--- src/rtl/sha256_pkg.sv ---
// Shared SHA-256 definitions: widths, pad byte, padder state encoding and
// the initial hash value used by the block core.
package sha256_pkg;

    localparam int SHA256_WORD_W      = 32;
    localparam int SHA256_BLK_W       = 512;
    localparam int SHA256_BLK_WORDS   = SHA256_BLK_W / SHA256_WORD_W;
    localparam int SHA256_LEN_FIELD_W = 64;

    localparam logic [7:0] SHA256_PAD_BYTE = 8'h80;

    // Word carrying only the pad marker in message byte 0.
    localparam logic [SHA256_WORD_W-1:0] SHA256_PAD_WORD = {SHA256_PAD_BYTE, 24'h000000};

    typedef enum logic [1:0] {
        ACCUM     = 2'd0,
        EMIT      = 2'd1,
        PAD_EXTRA = 2'd2
    } pad_state_e;

    // H0..H7, H0 in the most significant word.
    localparam logic [255:0] SHA256_H0 = {
        32'h6a09e667, 32'hbb67ae85, 32'h3c6ef372, 32'ha54ff53a,
        32'h510e527f, 32'h9b05688c, 32'h1f83d9ab, 32'h5be0cd19
    };

endpackage

--- src/rtl/sha256_msg_padder_if.sv ---
// Message word stream in, padded 512-bit block stream out.
// slave: the padder's view; master: the feeder/consumer view.
interface sha256_msg_padder_if;

    logic [31:0]  in_data;
    logic         in_valid;
    logic         in_ready;
    logic         in_last;
    logic [2:0]   in_bytes;
    logic [511:0] blk_data;
    logic         blk_valid;
    logic         blk_ready;
    logic         blk_last;

    modport slave (
        input  in_data, in_valid, in_last, in_bytes, blk_ready,
        output in_ready, blk_data, blk_valid, blk_last
    );

    modport master (
        output in_data, in_valid, in_last, in_bytes, blk_ready,
        input  in_ready, blk_data, blk_valid, blk_last
    );

endinterface

--- src/rtl/sha256_pad_word.sv ---
// Combinational word formatter: puts bytes in message order, zeroes the
// lanes past the valid count of a final word and drops the 0x80 marker
// into the first free lane. spill_o flags a full final word, whose marker
// has to go into the following word.
// With SHA256_PAD_BYTE_SWAP_EN defined the input is little-endian and is
// byte-reversed first; otherwise the MSB lane is the first byte.
module sha256_pad_word
    import sha256_pkg::*;
(
    input  logic [31:0] data_i,
    input  logic [2:0]  bytes_i,
    input  logic        last_i,
    output logic [31:0] word_o,
    output logic        spill_o
);

    logic [31:0] ordered;
    logic [2:0]  n_eff;

`ifdef SHA256_PAD_BYTE_SWAP_EN
    assign ordered = {data_i[7:0], data_i[15:8], data_i[23:16], data_i[31:24]};
`else
    assign ordered = data_i;
`endif

    // Non-final words are always full; counts above 4 saturate.
    assign n_eff   = (!last_i || bytes_i > 3'd4) ? 3'd4 : bytes_i;
    assign spill_o = last_i && (n_eff == 3'd4);

    genvar gi;
    generate
        for (gi = 0; gi < 4; gi++) begin : g_lane
            // Lane gi is message byte gi of this word.
            assign word_o[31-8*gi -: 8] = (3'(gi) < n_eff)  ? ordered[31-8*gi -: 8] :
                                          (3'(gi) == n_eff) ? SHA256_PAD_BYTE :
                                                              8'h00;
        end
    endgenerate

endmodule

--- src/rtl/sha256_msg_padder.sv ---
// SHA-256 message padder: collects a word stream into 16-word blocks,
// appends 0x80, zero fill and the 64-bit message bit length, and hands
// blocks out one at a time. A trailing extra block is generated when the
// marker or the length does not fit in the last data block.
// Optional: SHA256_PAD_BYTE_SWAP_EN selects little-endian input words.
module sha256_msg_padder
    import sha256_pkg::*;
#(
    parameter int LEN_W = 64
) (
    input  logic                  clk,
    input  logic                  rst,
    sha256_msg_padder_if.slave    bus
);

    pad_state_e  state_q, state_d;
    logic [3:0]  widx_q, widx_d;
    logic [LEN_W-1:0] count_q, count_d;
    logic [31:0] words_q [SHA256_BLK_WORDS];
    logic [31:0] words_d [SHA256_BLK_WORDS];
    logic        blk_last_q, blk_last_d;
    logic        pend_q, pend_d;      // an extra block follows the current one
    logic        xspill_q, xspill_d;  // extra block starts with the marker

    logic [31:0] fmt_word;
    logic        fmt_spill;
    logic        accept;
    logic [2:0]  n_eff;
    logic [LEN_W-1:0] len_next;
    logic [63:0] len_field_new;
    logic [63:0] len_field_cur;
    logic [4:0]  pad_pos;

    sha256_pad_word u_pad_word (
        .data_i  (bus.in_data),
        .bytes_i (bus.in_bytes),
        .last_i  (bus.in_last),
        .word_o  (fmt_word),
        .spill_o (fmt_spill)
    );

    assign accept        = bus.in_valid && bus.in_ready;
    assign n_eff         = (bus.in_bytes > 3'd4) ? 3'd4 : bus.in_bytes;
    assign len_next      = count_q + LEN_W'({n_eff, 3'b000});
    assign len_field_new = 64'(len_next);
    assign len_field_cur = 64'(count_q);
    // Word index that receives the 0x80 marker (16 = next block).
    assign pad_pos       = {1'b0, widx_q} + {4'b0000, fmt_spill};

    // State and datapath registers.
    always_ff @(posedge clk or posedge rst) begin
        if (rst) begin
            state_q    <= ACCUM;
            widx_q     <= '0;
            count_q    <= '0;
            blk_last_q <= 1'b0;
            pend_q     <= 1'b0;
            xspill_q   <= 1'b0;
            for (int i = 0; i < SHA256_BLK_WORDS; i++) begin
                words_q[i] <= '0;
            end
        end else begin
            state_q    <= state_d;
            widx_q     <= widx_d;
            count_q    <= count_d;
            blk_last_q <= blk_last_d;
            pend_q     <= pend_d;
            xspill_q   <= xspill_d;
            for (int i = 0; i < SHA256_BLK_WORDS; i++) begin
                words_q[i] <= words_d[i];
            end
        end
    end

    // Next state: word storage, padding placement and block sequencing.
    always_comb begin
        state_d    = state_q;
        widx_d     = widx_q;
        count_d    = count_q;
        blk_last_d = blk_last_q;
        pend_d     = pend_q;
        xspill_d   = xspill_q;
        for (int i = 0; i < SHA256_BLK_WORDS; i++) begin
            words_d[i] = words_q[i];
        end

        case (state_q)
            ACCUM: begin
                if (accept) begin
                    words_d[widx_q] = fmt_word;
                    if (!bus.in_last) begin
                        count_d = count_q + LEN_W'(32);
                        widx_d  = widx_q + 4'd1;
                        if (widx_q == 4'd15) begin
                            state_d    = EMIT;
                            blk_last_d = 1'b0;
                            pend_d     = 1'b0;
                        end
                    end else begin
                        count_d = len_next;
                        state_d = EMIT;
                        if (fmt_spill && widx_q != 4'd15) begin
                            words_d[widx_q + 4'd1] = SHA256_PAD_WORD;
                        end
                        if (pad_pos <= 5'd13) begin
                            // Marker and length both fit in this block.
                            words_d[14] = len_field_new[63:32];
                            words_d[15] = len_field_new[31:0];
                            blk_last_d  = 1'b1;
                            pend_d      = 1'b0;
                        end else begin
                            blk_last_d = 1'b0;
                            pend_d     = 1'b1;
                            xspill_d   = (pad_pos == 5'd16);
                        end
                    end
                end
            end

            EMIT: begin
                if (bus.blk_ready) begin
                    // Clear the buffer so the next block starts zero-filled.
                    for (int i = 0; i < SHA256_BLK_WORDS; i++) begin
                        words_d[i] = '0;
                    end
                    blk_last_d = 1'b0;
                    state_d    = pend_q ? PAD_EXTRA : ACCUM;
                    if (blk_last_q) begin
                        count_d = '0;
                        widx_d  = '0;
                    end
                end
            end

            PAD_EXTRA: begin
                for (int i = 0; i < SHA256_BLK_WORDS; i++) begin
                    words_d[i] = '0;
                end
                words_d[0]  = xspill_q ? SHA256_PAD_WORD : 32'h0;
                words_d[14] = len_field_cur[63:32];
                words_d[15] = len_field_cur[31:0];
                blk_last_d  = 1'b1;
                pend_d      = 1'b0;
                xspill_d    = 1'b0;
                state_d     = EMIT;
            end

            default: state_d = ACCUM;
        endcase
    end

    // Handshake outputs decoded from registered state.
    always_comb begin
        bus.in_ready  = (state_q == ACCUM) && !rst;
        bus.blk_valid = (state_q == EMIT);
        bus.blk_last  = blk_last_q;
    end

    genvar gi;
    generate
        for (gi = 0; gi < SHA256_BLK_WORDS; gi++) begin : g_blk
            assign bus.blk_data[511-32*gi -: 32] = words_q[gi];
        end
    endgenerate

endmodule
--- src/flat_wrapper.sv ---
// flat-port wrapper written by rule: the top's interface ports become plain ports
module sha256_msg_padder_flat import sha256_pkg::*;
#(
    parameter int LEN_W = 64
)
  (clk, rst, bus_in_data, bus_in_valid, bus_in_last, bus_in_bytes, bus_blk_ready, bus_in_ready, bus_blk_data, bus_blk_valid, bus_blk_last);
  sha256_msg_padder_if bus_i ();
  input  logic clk;
  input  logic rst;
  input wire logic [$bits(bus_i.in_data)-1:0] bus_in_data;
  input wire logic [$bits(bus_i.in_valid)-1:0] bus_in_valid;
  input wire logic [$bits(bus_i.in_last)-1:0] bus_in_last;
  input wire logic [$bits(bus_i.in_bytes)-1:0] bus_in_bytes;
  input wire logic [$bits(bus_i.blk_ready)-1:0] bus_blk_ready;
  output wire logic [$bits(bus_i.in_ready)-1:0] bus_in_ready;
  output wire logic [$bits(bus_i.blk_data)-1:0] bus_blk_data;
  output wire logic [$bits(bus_i.blk_valid)-1:0] bus_blk_valid;
  output wire logic [$bits(bus_i.blk_last)-1:0] bus_blk_last;
  assign bus_i.in_data = bus_in_data;
  assign bus_i.in_valid = bus_in_valid;
  assign bus_i.in_last = bus_in_last;
  assign bus_i.in_bytes = bus_in_bytes;
  assign bus_i.blk_ready = bus_blk_ready;
  assign bus_in_ready = bus_i.in_ready;
  assign bus_blk_data = bus_i.blk_data;
  assign bus_blk_valid = bus_i.blk_valid;
  assign bus_blk_last = bus_i.blk_last;
  sha256_msg_padder #(.LEN_W(LEN_W)) u_core (.clk(clk), .rst(rst), .bus(bus_i));
endmodule
--- config.mk ---
export PLATFORM = sky130hd
export DESIGN_NAME = sha256_msg_padder_flat
export DESIGN_NICKNAME = d
export VERILOG_FILES = /design/src/rtl/sha256_pkg.sv /design/src/rtl/sha256_msg_padder_if.sv /design/src/rtl/sha256_pad_word.sv /design/src/rtl/sha256_msg_padder.sv /design/src/flat_wrapper.sv
export SDC_FILE = /design/constraint.sdc
export NUM_CORES = 2
export LEC_CHECK = 0
export ABC_CLOCK_PERIOD_IN_PS = 40400
export CAP_MARGIN = 40
export CORE_ASPECT_RATIO = 0.75
export CORE_MARGIN = 2
export CORE_UTILIZATION = 57
export CTS_BUF_LIST = sky130_fd_sc_hd__clkbuf_4 sky130_fd_sc_hd__clkbuf_8
export CTS_CLUSTER_SIZE = 16
export DETAILED_ROUTE_END_ITERATION = 8
export PLACE_DENSITY = 0.85
export SETUP_SLACK_MARGIN = 0.4
export SLEW_MARGIN = 20
export SYNTH_ARGS = -nofsm -noshare
export SYNTH_HDL_FRONTEND = slang
export SYNTH_SLANG_ARGS = --single-unit
--- constraint.sdc ---
create_clock -name clk -period 40.4 [get_ports clk]
set_input_delay 8.08 -clock clk [delete_from_list [all_inputs] [get_ports clk]]
set_output_delay 8.08 -clock clk [all_outputs]
set_load 0.02 [all_outputs]
# After elaboration in Yosys (flattened, before gate mapping)
# Cells that the tools add are included.
[word_totals]
in_bits = 40
word_cells = 130
out_inout_bits = 515
regBits = 585
[op_classes]
n_mux = 52
bitwise_logic = 5
n_reduce_logical = 21
addsub = 4
eq_ne = 16
n_lt_le_gt_ge = 10
[ops]
columns = ["operator", "count"]
rows = [
  ["2-to-1 mux 512 bit", 4],
  ["one-hot mux 512 bit (3 select lines)", 1],
  ["bitwise mux 512 bit", 1],
  ["AND 496 bit", 1],
  ["NOT 496 bit", 1],
  ["2-to-1 mux 64 bit", 5],
  ["demux 32 bit (select 4 bit)", 2],
  ["one-hot mux 64 bit (2 select lines)", 1],
  ["2-to-1 mux 32 bit", 3],
  ["adder 64 x 6 -> 64 bit", 1],
  ["adder 64 x 6 -> 64 bit (second input constant)", 1],
  ["2-to-1 mux 8 bit", 8],
  ["2-to-1 mux 4 bit", 4],
  ["OR 16 bit", 1],
  ["AND reduction 4 bit", 3],
  ["2-to-1 mux 1 bit", 11],
  ["greater-or-equal comparator 5 bit (second input constant)", 2],
  ["less-than comparator 5 x 1 -> 1 bit (second input constant)", 2],
  ["2-to-1 mux 2 bit", 5],
  ["NOT 4 -> 5 bit", 2],
  ["AND reduction 3 bit", 3],
  ["!= test 2 bit (second input constant)", 4],
  ["one-hot mux 4 bit (2 select lines)", 1],
  ["equality test 2 x 3 -> 1 bit (first input constant)", 2],
  ["other kinds (27)", 39],
]

# Depth between registers and ports, before layout
[logic_depth]
ltp_word = 13
depth_mapped = 11
mapped_depth_nobuf = 10

# Hierarchy
# A second synthesis with hierarchy kept.
[unflattened]
cells_unflattened = 3267
hier_area_um2 = 27584.0
[by_module_without_submodules]
columns = ["mod", "cells_each", "instances", "seq_area_each_um2", "area_each_um2"]
rows = [
  ["sha256_msg_padder", 3226, 1, 14564.0, 27268.7],
  ["sha256_pad_word", 41, 1, 0.0, 315.3],
]

# Worst setup path before layout
# OpenSTA, ideal clock, no wires.
[synth_timing]
path_type = "input-to-output"
start = "input port rst"
end = "output port bus_in_ready"
t_required_ps = 32320
path_stages = 1
path_slack_ps = 23960
arrival_time_ps = 8360
cell_sequence = "nor2_1"
[synth_between]
elab_chain_cells = 2
[synth_lines]
columns = ["item", "line_no", "rtl"]
rows = [
  ["from (decl)", "flat_wrapper.sv:9", "input logic rst;"],
  ["logical NOT 1 bit (no line)", "-", ""],
  ["logical AND 1 bit", "sha256_msg_padder.sv:154", "bus.in_ready = (state_q == ACCUM) && !rst;"],
  ["to (decl)", "flat_wrapper.sv:15", "output wire logic [$bits(bus_i.in_ready)-1:0] bus_in_ready;"],
]
# Every way passes these cells.

# Final worst setup path
# Same ends and word-level chain as after synthesis.

==> summary.md <==
| Metric | Value |
|---|---|
| Status | `finished clean` |
| Worst path slowest cell | `clkdlybuf4s50_1` |
| Top cells by count, synth | `dfrtp_1 (582), nand2_1 (337), o21ai_0 (321), o2bb2ai_1 (284), clkbuf_1 (201)` |
| Yosys cell types | `84` |
| Yosys reg bits | `roughly 580` |
| End-of-flow core utilization | `approximately three quarters` |
| P&R area growth vs syn | `32.0%` |
| Num CTS Buffers | `88` |
| Post-synth top area cell | `dfrtp_1` |
| Post-synth top area share | `between 50% and 60%` |
| Final wirelength | `128 mm` |
| CTS-repair resized insts | `0` |
| Setup crit start | `rst` |
| Setup Skew | `between 0.04 and 0.05 ns` |
| Post-route setup TNS | `0 ns` |
| Worst Hold Class | `reg -> reg` |
| Slew @ Worst Pin | `roughly 1.1 ns` |
| Cell Rows | `67` |
| Slew headroom | `a little under a quarter` |
| R2R Path Start | `u_core.widx_q[0]` |
| Mux cell area share after synthesis | `less than 1%` |
| Simple-gate share of the synthesized area | `13.2%` |
| Sinks on Clock Net | `582` |
| Synth area leaders | `dfrtp_1 (56%), o2bb2ai_1 (9.5%), o21ai_0 (6.1%), nand2_1 (4.8%), clkbuf_1 (2.9%)` |
| Post-layout min period | `~17 ns` |
| Routed WL per cell | `34.4 µm` |
| Kind of critical path | `in -> out` |
| Post-CTS Repair Setup Buffers | `0` |
| Most common cell in the netlist | `dfrtp_1` |
| Dpl hpwl | `between 80 and 90 mm` |
| Vias | `between 20,000 and 30,000` |
| Most used cell, CP | `clkdlybuf4s50_1` |
| Die span in x | `between 200 and 300 µm` |
| Residual DRC | `0` |
| CTS tree | `yes` |
| Post-synthesis adder-cell area fraction | `less than 1%` |
| Post-synthesis xor/xnor area fraction | `less than 1%` |
| Top_reg_cell synth | `dfrtp_1` |
| Peak Freq | `around 57 MHz` |
| Setup crit start kind | `input port` |
| Die Y-Extent | `between 150 and 200 µm` |
| Drt first-iter violations | `between 4,000 and 5,000` |
| Final hold violation count | `0` |
| Tcrit/Tclk final | `43.3%` |
| Register area share after synthesis | `55.7%` |
| Gr ovfl total | `0` |
| Starting Density | `between 50% and 60%` |
| Synth Area in Compound Gates | `roughly 25%` |
| Syn_area_per_cell | `10.2 µm²` |
| Crit. End Element | `primary output` |
| Peak supply drop | `0.0000478 V` |
| Synth Instances | `roughly 2,600` |
| Global Route Usage Sum | `between 50% and 60%` |
| Clock root buffer | `clkbuf_8` |
| Slew Limit Fails | `0` |
| CP Cell Sequence | `clkdlybuf4s50_1, nor2_1, clkdlybuf4s50_1` |
| Num ports | `555` |
| Clk buf depth | `3` |
| Crit path max fanout | `5` |
| Clk slew on worst S/H paths | `roughly 0.060 ns` |
| Final nets | `between 3,000 and 4,000` |
| Clk Latency, worst-skew pair | `0.72 ns` |
| CTS Hold Bufs | `0` |
| Core Region | `around 0.045 mm²` |
| Worst Reg-to-Reg Cells | `6` |
| Synth warn | `0` |
| FFs w/ async S/R, synth | `100%` |
| Slowest stage delay, CP | `0.61 ns` |
| Number of synthesized flops with an enable pin | `0` |
| Post-synthesis net count | `2,625` |
| Share of cells above drive strength 1 | `9.63%` |
| Mapped Area | `approximately 0.026 mm²` |
| Initial DRT Pass Iterations | `7` |
| Final setup fails | `0` |
| Largest family of logic cells by synthesized area | `compound AO/OA/AOI/OAI gates` |
| Max Cap Violations | `0` |
| Hold Startpoint | `u_core.bus.blk_data[360]` |
| Routed Antenna Nets | `0` |
| H-tree Lvls | `3` |
| Port Buf Inserts | `approximately 550` |
| RSZ-0062 raised after global routing | `false` |
| Leakage power | `14.4 nW` |
| DR vias/cell | `7.35` |
| Initial antenna violation count | `13` |
| PwrDens | `56.6 mW/mm²` |
| Die area | `approximately 0.048 mm²` |
| First-pass GRT wire length | `between 150 and 200 mm` |
| Worst hold stages | `2` |
| CP required | `32.32 ns` |
| Routability Congestion | `~1.1` |
| CP arrival | `around 9.4 ns` |
| Number of global-route vias before repair | `between 20,000 and 30,000` |
| Pin count of the biggest net entering global routing | `approximately 200` |
worst paths after layout:
kind / to / slack [ns]
worst min-delay path: u_core.bus.blk_data[360] / 0.49
min in group asynchronous: u_core.count_q[63] / 7.80
worst min register to register: u_core.bus.blk_data[360] / 0.49
max in group asynchronous: u_core.bus.blk_data[293] / 30.34
worst max-delay path: bus_in_ready / 22.92
worst max register to register: u_core.bus.blk_data[62] / 36.69
power by group:
group	switching [mW]	total [mW]	internal (mW)	leakage (nW)
combinational	0.466	0.695	0.229	5.34
clock	0.253	0.539	0.286	0.997
sequential	0.0683	0.720	0.651	8.05
sequential cells by signal, indices dropped and copies added, names as in the netlist:
name and count:
u_core.bus.blk_data 512, u_core.pend_q 1, u_core.bus.blk_last 1, u_core.state_q 2
u_core.xspill_q 1, u_core.widx_q 4, u_core.count_q 61
per-stage QoR:
step / power [mW] / std cells / cell area, µm² / worst slack, ns / hold WS [ns]
3_5_place_dp: 1.37 / 3554 / 32500 / 22.92 / 0.464
5_1_grt: 1.99 / 3716 / 34500 / 22.86 / 0.502
2_1_floorplan: 1.04 / 2570 / 26100 / 16.04 / 0.491
4_1_cts: 1.91 / 3707 / 34400 / 22.91 / 0.487
6_report: 1.95 / 3725 / 34500 / 22.92 / 0.490
3_3_place_gp: 1.34 / 3531 / 32100 / 22.87 / 0.461
cells by family after synthesis:
family | count (synthesis)
adder cells (fa/ha/maj) | 15
XOR/XNOR | 25
flip-flops | 582
AO/OA/AOI/OAI | 941
AND/OR/NAND/NOR | 724
buffers and inverters | 272
multiplexers | 11
layout by cell type, fill, tap and decap left out, types with 37 or more instances in the layout:
cell and instances:
clkbuf_8 110, buf_4 66, o21ai_0 308, a21oi_1 95, dfrtp_1 582, nand3_1 65, nor2_1 89, o2bb2ai_1 284
clkdlybuf4s50_1 554, nand4_1 37, nor3_1 47, nand2_1 335
per-layer routing:
| metal | global-route usage, % | vias to the layer above | wire length, µm |
|---|---|---|---|
| li1 | - | 10500 | - |
| met1 | 65.9 | 13300 | 43800 |
| met2 | 72.9 | 2764 | 52100 |
| met3 | 27.4 | 775 | 21600 |
| met4 | 35.9 | 6 | 10500 |
| met5 | 1.22 | - | 45 |
layout make-up:
cell class	count	area (µm²)
well taps	586	733
inverters	27	109
repair buffers	649	6560
clock buffers	139	1730
fillers	2644	10400
clock inverters	14	160
diodes	12	30.0
multi-input cells	1716	10600
flip-flops and latches	582	14600
critical path: cells and delay by family:
| kind | cells | cell delay, ns |
|---|---|---|
| buffers and inverters | 2 | 1.16 |
| and+or+nand+nor | 1 | 0.16 |
Note: power is estimated with default switching activity, not from simulation.
